--- src/rtl/l1d_mshr_entry_merge.sv ---
// L1D MSHR entry: owns one missing line through hazard wait, evict, clean,
// multi-beat linefill and in-order replay of a merge queue of same-line requests.
module l1d_mshr_entry_merge #(
  parameter int ENTRY_NUM = 8,
  parameter int INDEX_W   = 6,
  parameter int TAG_W     = 20,
  parameter int WAY_W     = 2,
  parameter int OFFSET_W  = 4,
  parameter int DATA_W    = 64,
  parameter int SUB_NUM   = 4,
  parameter int BEATS     = 4,
  localparam int BE_W  = DATA_W / 8,
  localparam int UPD_W = INDEX_W + WAY_W + 2 * TAG_W + 4 + OFFSET_W + DATA_W + BE_W + 2 * ENTRY_NUM,
  localparam int MRG_W = 1 + OFFSET_W + DATA_W + BE_W,
  localparam int DAT_W = 1 + INDEX_W + WAY_W + OFFSET_W + DATA_W + BE_W + 1
) (
  input  logic                         clk,
  input  logic                         rst,
  output logic                         alloc_vld,
  input  logic                         alloc_en,
  input  logic                         upd_en,
  input  logic [UPD_W-1:0]             upd_pld,
  input  logic                         merge_vld,
  output logic                         merge_rdy,
  input  logic [MRG_W-1:0]             merge_pld,
  input  logic [ENTRY_NUM-1:0]         v_release_iw_in,
  input  logic [ENTRY_NUM-1:0]         v_release_et_in,
  output logic                         evict_req_vld,
  input  logic                         evict_req_rdy,
  output logic [INDEX_W+WAY_W-1:0]     evict_req_pld,
  input  logic                         evict_dat_ram_clean_en,
  input  logic                         evict_done_en,
  output logic                         downstream_req_vld,
  input  logic                         downstream_req_rdy,
  output logic [INDEX_W+WAY_W+TAG_W-1:0] downstream_req_pld,
  input  logic                         linefill_beat_en,
  output logic                         dat_ram_req_vld,
  input  logic                         dat_ram_req_rdy,
  output logic [DAT_W-1:0]             dat_ram_req_pld,
  output logic [INDEX_W-1:0]           hzd_index,
  output logic [WAY_W-1:0]             hzd_way,
  output logic [TAG_W-1:0]             hzd_evict_tag,
  output logic                         hzd_iw_en,
  output logic                         hzd_et_en,
  output logic                         release_iw_en,
  output logic                         release_et_en
);

  localparam int PTR_W  = (SUB_NUM > 1) ? $clog2(SUB_NUM) : 1;
  localparam int CNT_W  = $clog2(SUB_NUM + 1);
  localparam int BEAT_W = (BEATS > 1) ? $clog2(BEATS) : 1;

  typedef enum logic [2:0] {
    S_IDLE    = 3'd0,
    S_ALLOC   = 3'd1,
    S_HZD     = 3'd2,
    S_EVICT   = 3'd3,
    S_CLEAN   = 3'd4,
    S_LF_REQ  = 3'd5,
    S_LF_WAIT = 3'd6,
    S_REPLAY  = 3'd7
  } state_t;

  typedef struct packed {
    logic [INDEX_W-1:0]   index;
    logic [WAY_W-1:0]     way;
    logic [TAG_W-1:0]     new_tag;
    logic [TAG_W-1:0]     evict_tag;
    logic                 need_evict;
    logic                 need_linefill;
    logic                 need_rw;
    logic                 rw;
    logic [OFFSET_W-1:0]  offset;
    logic [DATA_W-1:0]    wdata;
    logic [BE_W-1:0]      be;
    logic [ENTRY_NUM-1:0] hzd_iw_line;
    logic [ENTRY_NUM-1:0] hzd_et_line;
  } upd_t;

  typedef struct packed {
    logic                rw;
    logic [OFFSET_W-1:0] offset;
    logic [DATA_W-1:0]   wdata;
    logic [BE_W-1:0]     be;
  } req_t;

  function automatic logic [PTR_W-1:0] ptr_inc(input logic [PTR_W-1:0] p);
    ptr_inc = (p == PTR_W'(SUB_NUM - 1)) ? '0 : p + PTR_W'(1);
  endfunction

  state_t               state_r;
  logic [INDEX_W-1:0]   index_r;
  logic [WAY_W-1:0]     way_r;
  logic [TAG_W-1:0]     new_tag_r;
  logic [TAG_W-1:0]     evict_tag_r;
  logic                 need_evict_r;
  logic                 need_linefill_r;
  logic                 evict_pend_r;
  logic [ENTRY_NUM-1:0] iw_line_r;
  logic [ENTRY_NUM-1:0] et_line_r;
  logic [BEAT_W-1:0]    beat_cnt_r;
  logic                 release_iw_r;
  logic                 release_et_r;
  logic [MRG_W-1:0]     q_mem_r [SUB_NUM];
  logic [PTR_W-1:0]     wr_ptr_r;
  logic [PTR_W-1:0]     rd_ptr_r;
  logic [CNT_W-1:0]     cnt_r;

  upd_t                 upd_s;
  req_t                 head_s;
  logic [ENTRY_NUM-1:0] iw_next_s;
  logic [ENTRY_NUM-1:0] et_next_s;
  logic                 free_s;
  logic                 alloc_upd_s;
  logic                 merge_state_s;
  logic                 merge_push_s;
  logic                 upd_push_s;
  logic                 push_s;
  logic [MRG_W-1:0]     push_data_s;
  logic                 pop_s;
  logic                 pend_clear_s;
  logic                 replay_exit_s;

  assign upd_s  = upd_t'(upd_pld);
  assign head_s = req_t'(q_mem_r[rd_ptr_r]);

  // Hazard is judged on the line value after this cycle's release pulses.
  assign iw_next_s = iw_line_r & ~v_release_iw_in;
  assign et_next_s = et_line_r & ~v_release_et_in;
  assign free_s    = ~|{iw_next_s, et_next_s};

  assign alloc_upd_s   = (state_r == S_ALLOC) && upd_en;
  assign merge_state_s = (state_r == S_HZD) || (state_r == S_EVICT) || (state_r == S_CLEAN) ||
                         (state_r == S_LF_REQ) || (state_r == S_LF_WAIT);
  assign merge_rdy     = merge_state_s && (cnt_r < CNT_W'(SUB_NUM));
  assign merge_push_s  = merge_vld && merge_rdy;
  assign upd_push_s    = alloc_upd_s && upd_s.need_rw;
  assign push_s        = merge_push_s || upd_push_s;

  // Select the enqueue source: the primary request or a secondary merge.
  always_comb begin
    push_data_s = merge_pld;
    if (upd_push_s) begin
      push_data_s = {upd_s.rw, upd_s.offset, upd_s.wdata, upd_s.be};
    end else begin
      push_data_s = merge_pld;
    end
  end

  assign alloc_vld          = (state_r == S_IDLE);
  assign evict_req_vld      = (state_r == S_EVICT);
  assign downstream_req_vld = (state_r == S_LF_REQ);
  assign dat_ram_req_vld    = (state_r == S_REPLAY) && (cnt_r != '0);
  assign pop_s              = dat_ram_req_vld && dat_ram_req_rdy;
  assign pend_clear_s       = ~evict_pend_r || evict_done_en;
  assign replay_exit_s      = (state_r == S_REPLAY) &&
                              (((cnt_r == '0) && ~evict_pend_r) ||
                               (pop_s && (cnt_r == CNT_W'(1)) && pend_clear_s));

  assign evict_req_pld      = {index_r, way_r};
  assign downstream_req_pld = {index_r, way_r, new_tag_r};
  assign dat_ram_req_pld    = dat_ram_req_vld ?
                              {head_s.rw, index_r, way_r, head_s.offset, head_s.wdata, head_s.be, ~&head_s.be} :
                              '0;

  assign hzd_index     = index_r;
  assign hzd_way       = way_r;
  assign hzd_evict_tag = evict_tag_r;
  assign hzd_iw_en     = (state_r != S_IDLE) && (state_r != S_ALLOC);
  assign hzd_et_en     = evict_pend_r;
  assign release_iw_en = release_iw_r;
  assign release_et_en = release_et_r;

  // Entry sequencer, line identity, hazard lines and release pulses.
  always_ff @(posedge clk or posedge rst) begin
    if (rst) begin
      state_r         <= S_IDLE;
      index_r         <= '0;
      way_r           <= '0;
      new_tag_r       <= '0;
      evict_tag_r     <= '0;
      need_evict_r    <= 1'b0;
      need_linefill_r <= 1'b0;
      evict_pend_r    <= 1'b0;
      iw_line_r       <= '0;
      et_line_r       <= '0;
      beat_cnt_r      <= '0;
      release_iw_r    <= 1'b0;
      release_et_r    <= 1'b0;
    end else begin
      release_iw_r <= replay_exit_s;
      release_et_r <= evict_pend_r && evict_done_en && !alloc_upd_s;
      if (alloc_upd_s) begin
        index_r         <= upd_s.index;
        way_r           <= upd_s.way;
        new_tag_r       <= upd_s.new_tag;
        evict_tag_r     <= upd_s.evict_tag;
        need_evict_r    <= upd_s.need_evict;
        need_linefill_r <= upd_s.need_linefill;
        evict_pend_r    <= upd_s.need_evict;
        iw_line_r       <= upd_s.hzd_iw_line;
        et_line_r       <= upd_s.hzd_et_line;
      end else begin
        iw_line_r <= iw_next_s;
        et_line_r <= et_next_s;
        if (evict_done_en) begin
          evict_pend_r <= 1'b0;
        end
      end
      case (state_r)
        S_IDLE:    if (alloc_en) state_r <= S_ALLOC;
        S_ALLOC:   if (upd_en) state_r <= S_HZD;
        S_HZD: begin
          if (free_s) begin
            state_r <= need_evict_r ? S_EVICT : (need_linefill_r ? S_LF_REQ : S_REPLAY);
          end
        end
        S_EVICT:   if (evict_req_rdy) state_r <= S_CLEAN;
        S_CLEAN: begin
          if (evict_dat_ram_clean_en) begin
            state_r <= need_linefill_r ? S_LF_REQ : S_REPLAY;
          end
        end
        S_LF_REQ:  if (downstream_req_rdy) state_r <= S_LF_WAIT;
        S_LF_WAIT: begin
          if (linefill_beat_en) begin
            if (beat_cnt_r == BEAT_W'(BEATS - 1)) begin
              beat_cnt_r <= '0;
              state_r    <= S_REPLAY;
            end else begin
              beat_cnt_r <= beat_cnt_r + BEAT_W'(1);
            end
          end
        end
        S_REPLAY:  if (replay_exit_s) state_r <= S_IDLE;
        default:   state_r <= S_IDLE;
      endcase
    end
  end

  // Merge queue; pushes and pops never coincide since merges stop before replay.
  always_ff @(posedge clk or posedge rst) begin
    if (rst) begin
      for (int i = 0; i < SUB_NUM; i++) begin
        q_mem_r[i] <= '0;
      end
      wr_ptr_r <= '0;
      rd_ptr_r <= '0;
      cnt_r    <= '0;
    end else begin
      if (push_s) begin
        q_mem_r[wr_ptr_r] <= push_data_s;
        wr_ptr_r          <= ptr_inc(wr_ptr_r);
      end
      if (pop_s) begin
        rd_ptr_r <= ptr_inc(rd_ptr_r);
      end
      case ({push_s, pop_s})
        2'b10:   cnt_r <= cnt_r + CNT_W'(1);
        2'b01:   cnt_r <= cnt_r - CNT_W'(1);
        default: cnt_r <= cnt_r;
      endcase
    end
  end

endmodule

--- config.mk ---
export PLATFORM = sky130hd
export DESIGN_NAME = l1d_mshr_entry_merge
export DESIGN_NICKNAME = d
export VERILOG_FILES = /design/src/rtl/l1d_mshr_entry_merge.sv
export SDC_FILE = /design/constraint.sdc
export NUM_CORES = 1
export LEC_CHECK = 0
export ABC_AREA = 1
export BUFFER_PORTS_ARGS = -buffer_cell sky130_fd_sc_hd__buf_2
export CORE_AREA = 8 8 202 204
export CTS_BUF_LIST = sky130_fd_sc_hd__clkbuf_16
export CTS_CLUSTER_SIZE = 30
export DETAILED_ROUTE_END_ITERATION = 8
export DIE_AREA = 0 0 210 212
export PLACE_DENSITY = 0.85
export SLEW_MARGIN = 20
export SYNTH_ARGS = -nofsm -noshare
export SYNTH_HDL_FRONTEND = slang
export SYNTH_SLANG_ARGS = --single-unit
--- constraint.sdc ---
create_clock -name clk -period 18.1 [get_ports clk]
set_input_delay 0 -clock clk [delete_from_list [all_inputs] [get_ports clk]]
set_output_delay 0 -clock clk [all_outputs]
set_load 0.01 [all_outputs]
=== Word level (Yosys, flattened, before mapping) ===
Index checks and enable logic that the tools add are counted.

* Register bits: 389

* Add/sub/neg operators: 5
* Magnitude comparators: 4
* Equal/unequal tests: 23
* Muxes and demuxes: 28
* Bitwise logic cells: 7
* Reductions and logical operators: 33

{| class="wikitable"
|+ Operators by type and width
! kind !! count
|-
| 308-bit bitwise mux || 1
|-
| 77-bit 2-to-1 mux || 4
|-
| 77-bit binary-select mux with 2-bit select || 1
|-
| 77-bit demux with 2-bit select || 1
|-
| 86-bit 2-to-1 mux || 1
|-
| 3-bit 2-to-1 mux || 10
|-
| 3-bit case mux with 8 select lines || 1
|-
| 8-bit bitwise AND || 2
|-
| 8-bit 2-to-1 mux || 2
|-
| 8-bit NOT || 2
|-
| 16-bit OR reduction || 1
|-
| 1-bit logical AND || 14
|-
| 3-bit == test, second input constant || 4
|-
| 2-bit != test, second input constant || 5
|-
| 9-bit AND reduction || 1
|-
| 2-bit == test, second input constant || 4
|-
| 2-bit 2-to-1 mux || 4
|-
| 2-bit by 1-bit != test with 1-bit output, second input constant || 4
|-
| 8-bit AND reduction || 1
|-
| 1-bit logical OR || 7
|-
| 2-bit by 1-bit adder with 2-bit output, second input constant || 3
|-
| 3-bit by 1-bit == test with 1-bit output, second input constant || 2
|-
| 3-bit by 2-bit == test with 1-bit output, second input constant || 2
|-
| 3-bit greater-or-equal comparator, second input constant || 2
|-
| 15 further kinds || 21
|}

=== Logic depth before layout (Yosys ltp) ===
Gate-level depths: netlist of the first run.

* Word-level depth: 10
* Depth in mapped cells: 14

=== Least setup slack after synthesis of the first run ===
No wires, ideal clock.

* Path kind: reg2reg
* Start: register state_r[1]
* End: register cnt_r[2]
* Library setup time: 0.118 ns
* Arrival: 1.937 ns
* Data required time: 17.982 ns
* Setup slack: 16.045 ns
* Stages on the path, launching flop included: 12
* Cells stage by stage: dfrtp_1 -> inv_4 -> ha_1 -> o21a_4 -> nand2_4 -> nand2_8 -> inv_1 -> ha_1 -> nor2_1 -> o21ai_0 -> xor2_1 -> inv_1

* Longest elaborated chain between the ends: 10

{| class="wikitable"
|+ RTL lines
! element !! RTL line !! source
|-
| start, declared || 91 || <nowiki>state_t state_r;</nowiki>
|-
| start signal, assigned || 215 || <nowiki>state_r <= need_evict_r ? S_EVICT : (need_linefill_r ? S_LF_REQ : S_REPLAY);</nowiki>
|-
| start signal, assigned || 221 || <nowiki>state_r <= need_linefill_r ? S_LF_REQ : S_REPLAY;</nowiki>
|-
| 3-bit by 2-bit == test with 1-bit output || 133 || <nowiki>assign merge_state_s = (state_r == S_HZD) || (state_r == S_EVICT) || (state_r == S_CLEAN) ||</nowiki>
|-
| 1-bit logical OR (3 in a row) || 133 ||
|-
| 1-bit logical OR * || 134 || <nowiki>(state_r == S_LF_REQ) || (state_r == S_LF_WAIT);</nowiki>
|-
| 1-bit logical AND * || 135 || <nowiki>assign merge_rdy = merge_state_s && (cnt_r < CNT_W'(SUB_NUM));</nowiki>
|-
| named net merge_rdy || 24 || <nowiki>output logic merge_rdy,</nowiki>
|-
| 1-bit logical AND * || 136 || <nowiki>assign merge_push_s = merge_vld && merge_rdy;</nowiki>
|-
| 1-bit logical OR * || 138 || <nowiki>assign push_s = merge_push_s || upd_push_s;</nowiki>
|-
| 2-bit by 1-bit == test with 1-bit output / 2-bit == test (equally long branches) || 258 || <nowiki>case ({push_s, pop_s})</nowiki>
|-
| 3-bit case mux with 2 select lines / 2-bit nonzero test (equally long branches) || - ||
|-
| end signal, assigned || 259 || <nowiki>2'b10: cnt_r <= cnt_r + CNT_W'(1);</nowiki>
|-
| end signal, assigned || 260 || <nowiki>2'b01: cnt_r <= cnt_r - CNT_W'(1);</nowiki>
|-
| end signal, assigned || 261 || <nowiki>default: cnt_r <= cnt_r;</nowiki>
|-
| end, declared || 107 || <nowiki>logic [CNT_W-1:0] cnt_r;</nowiki>
|}

The timed path passes the listed nets; every way through them passes the cells marked *.
A chain may end at the register's enable or synchronous reset.

=== Final worst setup path of the first run ===
* Start: register rd_ptr_r[0]
* End: output dat_ram_req_pld[0]

* Longest elaborated chain between the ends: 7

{| class="wikitable"
|+ RTL lines
! element !! RTL line !! source
|-
| start, declared || 106 || <nowiki>logic [PTR_W-1:0] rd_ptr_r;</nowiki>
|-
| start signal, assigned || 256 || <nowiki>rd_ptr_r <= ptr_inc(rd_ptr_r);</nowiki>
|-
| 2-bit NOT with 3-bit output (implied by the code) || 125 || <nowiki>assign head_s = req_t'(q_mem_r[rd_ptr_r]);</nowiki>
|-
| 77-bit binary-select mux with 2-bit select || 125 ||
|-
| 77-bit 2-to-1 mux (implied by the code) (2 in a row) || 125 ||
|-
| 8-bit AND reduction || 163 || <nowiki>{head_s.rw, index_r, way_r, head_s.offset, head_s.wdata, head_s.be, ~&head_s.be} :</nowiki>
|-
| 1-bit logical NOT || 163 ||
|-
| 86-bit 2-to-1 mux || 162 || <nowiki>assign dat_ram_req_pld = dat_ram_req_vld ?</nowiki>
|-
| end, declared || 39 || <nowiki>output logic [DAT_W-1:0] dat_ram_req_pld,</nowiki>
|}

Every way passes these cells. The select of a mux whose other input is x is not followed.

==> impl_metrics.toml, run 1 <==
[timing]
hold_violations = 1
slew_viol_final = 0
worst-slew-pin-transition_ns = 1.02
fin_worst_skew_ns = 0.0221
setup-violations-final = 0
fin_crit_sh = 0.212
relSlewSlack = 0.318
layout_setup_ws_ns = 14.26
fin_crit_ns = 3.84
clock.fmax_mhz = 260
tns_ns = 0
grt_setup_unrepaired = "no"
hold_slack_ns = -0.00134

[drt]
route.detailed.drc = 0
drt_iter0_markers = 2349
ant_nets = 0
first_pass_iters = 7
num_vias = 18800
viasPerCell = 5.62
avgRoutedWirePerCell_um = 18.9
wirelength_mm = 63.4

[synthesis]
seq_area_frac_synth = 0.523
synth_top_area_frac = 0.523
synth_largest_area_cell = "dfrtp_1"
synthTopCellsByArea = "dfrtp_1 (52%), nand2_1 (11%), o21ai_0 (9.9%)"
synth_cell_types = 37
avgSynthCellArea_sq_um = 8.25
ys_warn_count = 0
synthCells = 2255
synth_area_sq_um = 18600
async_flop_share = 1.00
synthFlopType = "dfrtp_1"
syn_nets = 2518
netlist_top_cells_count = "nand2_1 (545), dfrtp_1 (389), o21ai_0 (369)"
ys_ff_latch = 389
synth_edf_count = 0
yosysMostFrequentCell = "nand2_1"

[placement]
portBuffers = 406
preCtsSetupSlack_ns = 14.86
placed_area_sq_um = 20400
gp_congestion = 0.965
dpl.hpwl_mm = 35.1
dpl.cell_count = 3022

[flow_run]
cap_viol_max_count = 0

[cells_and_area]
fillers = 2799
syn_to_final_growth_pct = 30.1
drive_above_1_share = 0.201
multi_input_comb_area_sq_um = 7650
fin_util = 0.638
stdcell_count = 3349
seqCellArea_sq_um = 9740
fin_area_sq_um = 24200
nets = 3055

[grt]
grt_usage = 0.278
grt_pass1_wl_mm = 101
grt_max_degree = 181
antenna_found_initial = 3
grt_overflow_total = 0
grt_pass1_vias = 19100

[clocking]
htree_levels = 2
cts.clk_slew.worst_paths_ns = 0.06
clock_sinks = 389
cts_setup_buffers = 0
clock_latency_ns = 0.57
cts_tree = "done"
clk_path_buf_depth = 3
root_buffer = "clkbuf_16"
cts_made_buffers = 42

[power]
p_per_area_nw_per_um2 = 152
ir_drop_mv = 0.0954
p_leak_uw = 0.0120

[setup_path]
crit_fanout = 85
startpoint_type = "register"
worst_setup_path_end_kind = "primary output"
critPathKind = "register to primary output"
required_ns = 18.10
critical_path_arrival_ns = 3.84
r2r_cells = 9

[run_status]
failed_checks = "negative hold slack"
status = "finished, violations left"

[floorplanning]
boundaryPins = 407
die_y_um = 212
fp.dieW_um = 210
dieArea_sq_um = 44500
rows = 72
fp.coreArea_sq_um = 37900
initial_core_util = 0.491

[hold_path]
min_path_type = "primary input to register"
hold_depth = 4
[metal layers]
| metal | vias to the layer above | share of wire | GRT usage |
|---|---|---|---|
| li1 | 8390 | - | - |
| met1 | 8947 | 0.37 | 0.332 |
| met2 | 1213 | 0.48 | 0.469 |
| met3 | 283 | 0.089 | 0.0613 |
| met4 | 0 | 0.052 | 0.148 |
| met5 | - | 0 | 0 |
[path summary, 6_finish.rpt]
check | from | end | slack (ns)
max | rd_ptr_r[0] | dat_ram_req_pld[0] | 14.26
min | upd_pld[25] | q_mem_r[86] | -0.001
max reg2reg | state_r[2] | q_mem_r[33] | 14.37
min reg2reg | new_tag_r[15] | new_tag_r[15] | 0.47
max in group asynchronous | rst | q_mem_r[141] | 15.79
min in group asynchronous | rst | new_tag_r[3] | 0.17
[state kept, by name, summed over array words and instances, names as in the netlist, 2 cells and up]
name           cells
hzd_evict_tag     20
hzd_index          6
wr_ptr_r           2
cnt_r              3
new_tag_r         20
q_mem_r          308
beat_cnt_r         2
rd_ptr_r           2
iw_line_r          8
et_line_r          8
hzd_way            2
state_r            3
[cell usage in the layout, fill, tap and decap left out, types with 3 or more instances in the layout]
cell | Yosys | layout
buf_4 | 17 | 11
o21ai_1 | 141 | 141
clkbuf_16 | 0 | 43
nand4_1 | 4 | 4
bufinv_16 | 0 | 3
clkinvlp_4 | 0 | 3
inv_4 | 2 | 4
nand2_1 | 545 | 545
dfrtp_1 | 389 | 387
clkinv_2 | 0 | 8
or2_0 | 26 | 26
dlygate4sd3_1 | 0 | 244
a21oi_1 | 71 | 71
or2_1 | 35 | 35
or2_2 | 16 | 16
o21ai_2 | 49 | 49
inv_2 | 3 | 4
clkinv_1 | 1 | 6
o21ai_0 | 369 | 369
nand2_4 | 5 | 5
ha_1 | 15 | 15
nand3_1 | 24 | 24
diode_2 | 0 | 7
buf_2 | 20 | 406
nor2_1 | 324 | 324
inv_1 | 50 | 57
[repair_timing]
action	CTS	global route
setup endpoints to repair	0	0
hold buffers	244	0
endpoints found under the hold margin	512	0
resized for setup	0	0
[per-stage QoR]
stage	total power (uW)	hold slack, ns
finish	3690	-0.00134
detailed placement	2700	0.208
global route	3940	0.0209
global placement	2620	0.208
floorplan	2370	0.113
CTS	3620	0.00155
[logic make-up after synthesis]
| logic type | share of synthesized area |
|---|---|
| and+or+nand+nor | 0.217 |
| xor gates and xnor gates | 0.00141 |
| DFF | 0.523 |
| AOI/OAI and AO/OA | 0.183 |
| buffers and inverters | 0.0656 |
| adders and majority gates | 0.0101 |
[report_power, final]
| part | internal [uW] | switching (uW) |
|---|---|---|
| registers | 1260 | 274 |
| clock network | 475 | 360 |
| logic | 499 | 814 |
[worst max-delay path: stages, from the launching register on]
cell	delay, ns
dfrtp_4	0.83
inv_4	0.71
buf_4	0.71
nand2_1	0.11
nand3_1	0.11
nand2_1	0.08
nor2_1	0.14
nand4_1	0.20
and2_1	0.21
buf_2	0.14
[area by class of cell]
type                       instances  area share
sequential                       389       0.402
multi-input combinational       1640       0.316
timing repair buffer             663       0.190
clock buffer                      43      0.0445
tap                              518      0.0268
clock inverter                    33      0.0104
inverter                          56     0.00946
antenna                            7    0.000724
Note: power is estimated with default switching activity, not from simulation.
==> run 2, diff against run 1 <==
- ABC_AREA: 1 -> 0
- CORE_AREA: 8 8 202 204 -> 8 8 198 200
- DIE_AREA: 0 0 210 212 -> 0 0 206 208
- clock period: 18.1 -> 3.8 ns (I/O delays scaled with it)
==> run 2 against run 1 <==
  * The flow now finishes without violations
  * Worst setup slack got worse by 14 ns
  * Largest power group unchanged
  * Clock power increased to 4.6 times the previous value
  * Synthesized cell count shrank 26%
  * Final cell count shrank 18%
  * Highest routed layer unchanged
  * Register-to-register slack got worse by 14 ns
==> impl_metrics.toml, run 2 <==
[run_status]
status = "completed"

[floorplanning]
boundaryPins = 407
rows = 70
fp.dieW_um = 206
die_y_um = 208
dieArea_sq_um = 42800
initial_core_util = 0.493
fp.coreArea_sq_um = 36100

[cells_and_area]
drive_above_1_share = 0.252
multi_input_comb_area_sq_um = 7290
final_cell_mix = "nand2_1 (479), buf_2 (406), dfrtp_1 (387)"
largest_reg_flops = 308
nets = 2521
seqCellArea_sq_um = 9740
top_register = "q_mem_r"
fin_util = 0.658
final_common_cell = "nand2_1"
fillers = 2491
fin_area_sq_um = 23700
syn_to_final_growth_pct = 33.5

[synthesis]
netlist_top_cells_count = "nand2_1 (479), dfrtp_1 (389), o21ai_0 (272)"
yosysMostFrequentCell = "nand2_1"
synth_area_sq_um = 17800
async_flop_share = 1.00
seq_area_frac_synth = 0.547
synth_largest_area_cell = "dfrtp_1"
synthTopCellsByArea = "dfrtp_1 (55%), nand2_1 (10%), mux4_2 (9.7%)"
syn_nets = 1940
synthCells = 1677
ys_warn_count = 0
synth_top_area_frac = 0.547
synth_edf_count = 0
synth_cell_types = 40
avgSynthCellArea_sq_um = 10.6
ys_ff_latch = 389
synthFlopType = "dfrtp_1"

[setup_path]
crit_fanout = 48
critPathKind = "register to register"
required_ns = 4.23
critical_path_arrival_ns = 3.54
worst_setup_path_end_kind = "register"
startpoint_type = "register"
r2r_cells = 6

[power]
p_per_area_nw_per_um2 = 726
ir_drop_mv = 0.530
p_leak_uw = 0.0122

[drt]
wl_met2_mm = 28.1
drt_iter0_markers = 1321
num_vias = 15600
avgRoutedWirePerCell_um = 20.6
first_pass_iters = 8
route.met3.wl_mm = 4.94
routed.top_layer = "met4"
wirelength_mm = 56.9
viasPerCell = 5.63
ant_nets = 0
route.detailed.drc = 0
wl_met1_mm = 21.0

[timing]
clock.fmax_mhz = 322
worst-slew-pin-transition_ns = 0.974
setup-violations-final = 0
slew_viol_final = 0
grt_setup_unrepaired = "no"
tns_ns = 0
fin_crit_ns = 3.11
hold_violations = 0
fin_worst_skew_ns = 0.0163
relSlewSlack = 0.350
fin_crit_sh = 0.818

[flow_run]
cap_viol_max_count = 0

[placement]
placed_area_sq_um = 20000
gp_congestion = 0.897
portBuffers = 406
dpl.hpwl_mm = 32.1

[clocking]
cts_setup_buffers = 0
cts-hold-fix-buffers = 241
cts.clk_slew.worst_paths_ns = 0.06
cts_resized = 0
cts_tree = "done"
htree_levels = 2
clock_sinks = 389
root_buffer = "clkbuf_16"
cts_made_buffers = 42
clock_latency_ns = 0.55
clk_path_buf_depth = 3

[grt]
grt_pass1_vias = 16600
grt_overflow_total = 0
grt_usage = 0.262
grt_pass1_wl_mm = 90.2
grt_max_degree = 155
antenna_found_initial = 3

[hold_path]
min_path_type = "primary input to register"
hold_depth = 5
## run 2: per-layer routing
layer | up-vias | track usage
met5 | - | 0
li1 | 6844 | -
met1 | 7597 | 0.311
met4 | 0 | 0.138
met3 | 218 | 0.0634
met2 | 891 | 0.434
## run 2: area by class of cell
type,count,area share
clock buffers,43,0.0453
inverters,11,0.00190
flip-flops and latches,389,0.410
diodes,4,0.000422
multi-input cells,1143,0.307
clock inverters,32,0.00843
well taps,468,0.0247
repair buffers,671,0.202
## run 2: final timing paths
path	startpoint	end	slack [ns]
worst max-delay path	state_r[1]	q_mem_r[140]	0.69
worst min-delay path	alloc_en	state_r[2]	0.06
worst max register to register	state_r[1]	q_mem_r[140]	0.69
worst min register to register	new_tag_r[19]	new_tag_r[19]	0.47
max in group asynchronous	rst	q_mem_r[83]	2.43
min in group asynchronous	rst	q_mem_r[122]	0.23
## run 2: kinds of logic after synthesis
group	Yosys count	share of synthesized area
xor+xnor	3	0.00148
buf+inv	145	0.0438
mux	162	0.146
fa+ha+maj	15	0.0106
compound gates	350	0.103
flops	389	0.547
simple gates	613	0.148
## run 2: critical path, cell delays in order (launching register included)
cell	delay [ns]
dfrtp_1	0.55
nor4bb_4	0.46
nand2_4	0.43
buf_12	0.40
mux2i_1	0.18
dlygate4sd3_1	0.63
o21ai_0	0.30
## run 2: power breakdown
part | switching [uW] | internal (uW) | total, uW
sequential | 1250 | 5840 | 7100
clock | 1670 | 2180 | 3850
combinational | 3370 | 2930 | 6300
## run 2: stage by stage
stage	power, uW	instances	hold WS, ns	setup WS [ns]
after floorplan	10900	1677	0.105	-1.43
after global placement	12400	2441	0.190	1.15
after detailed placement	12800	2441	0.192	1.02
after CTS	17000	2757	0.0389	0.736
after global routing	18300	2760	0.0544	0.529
final	17200	2761	0.0627	0.692
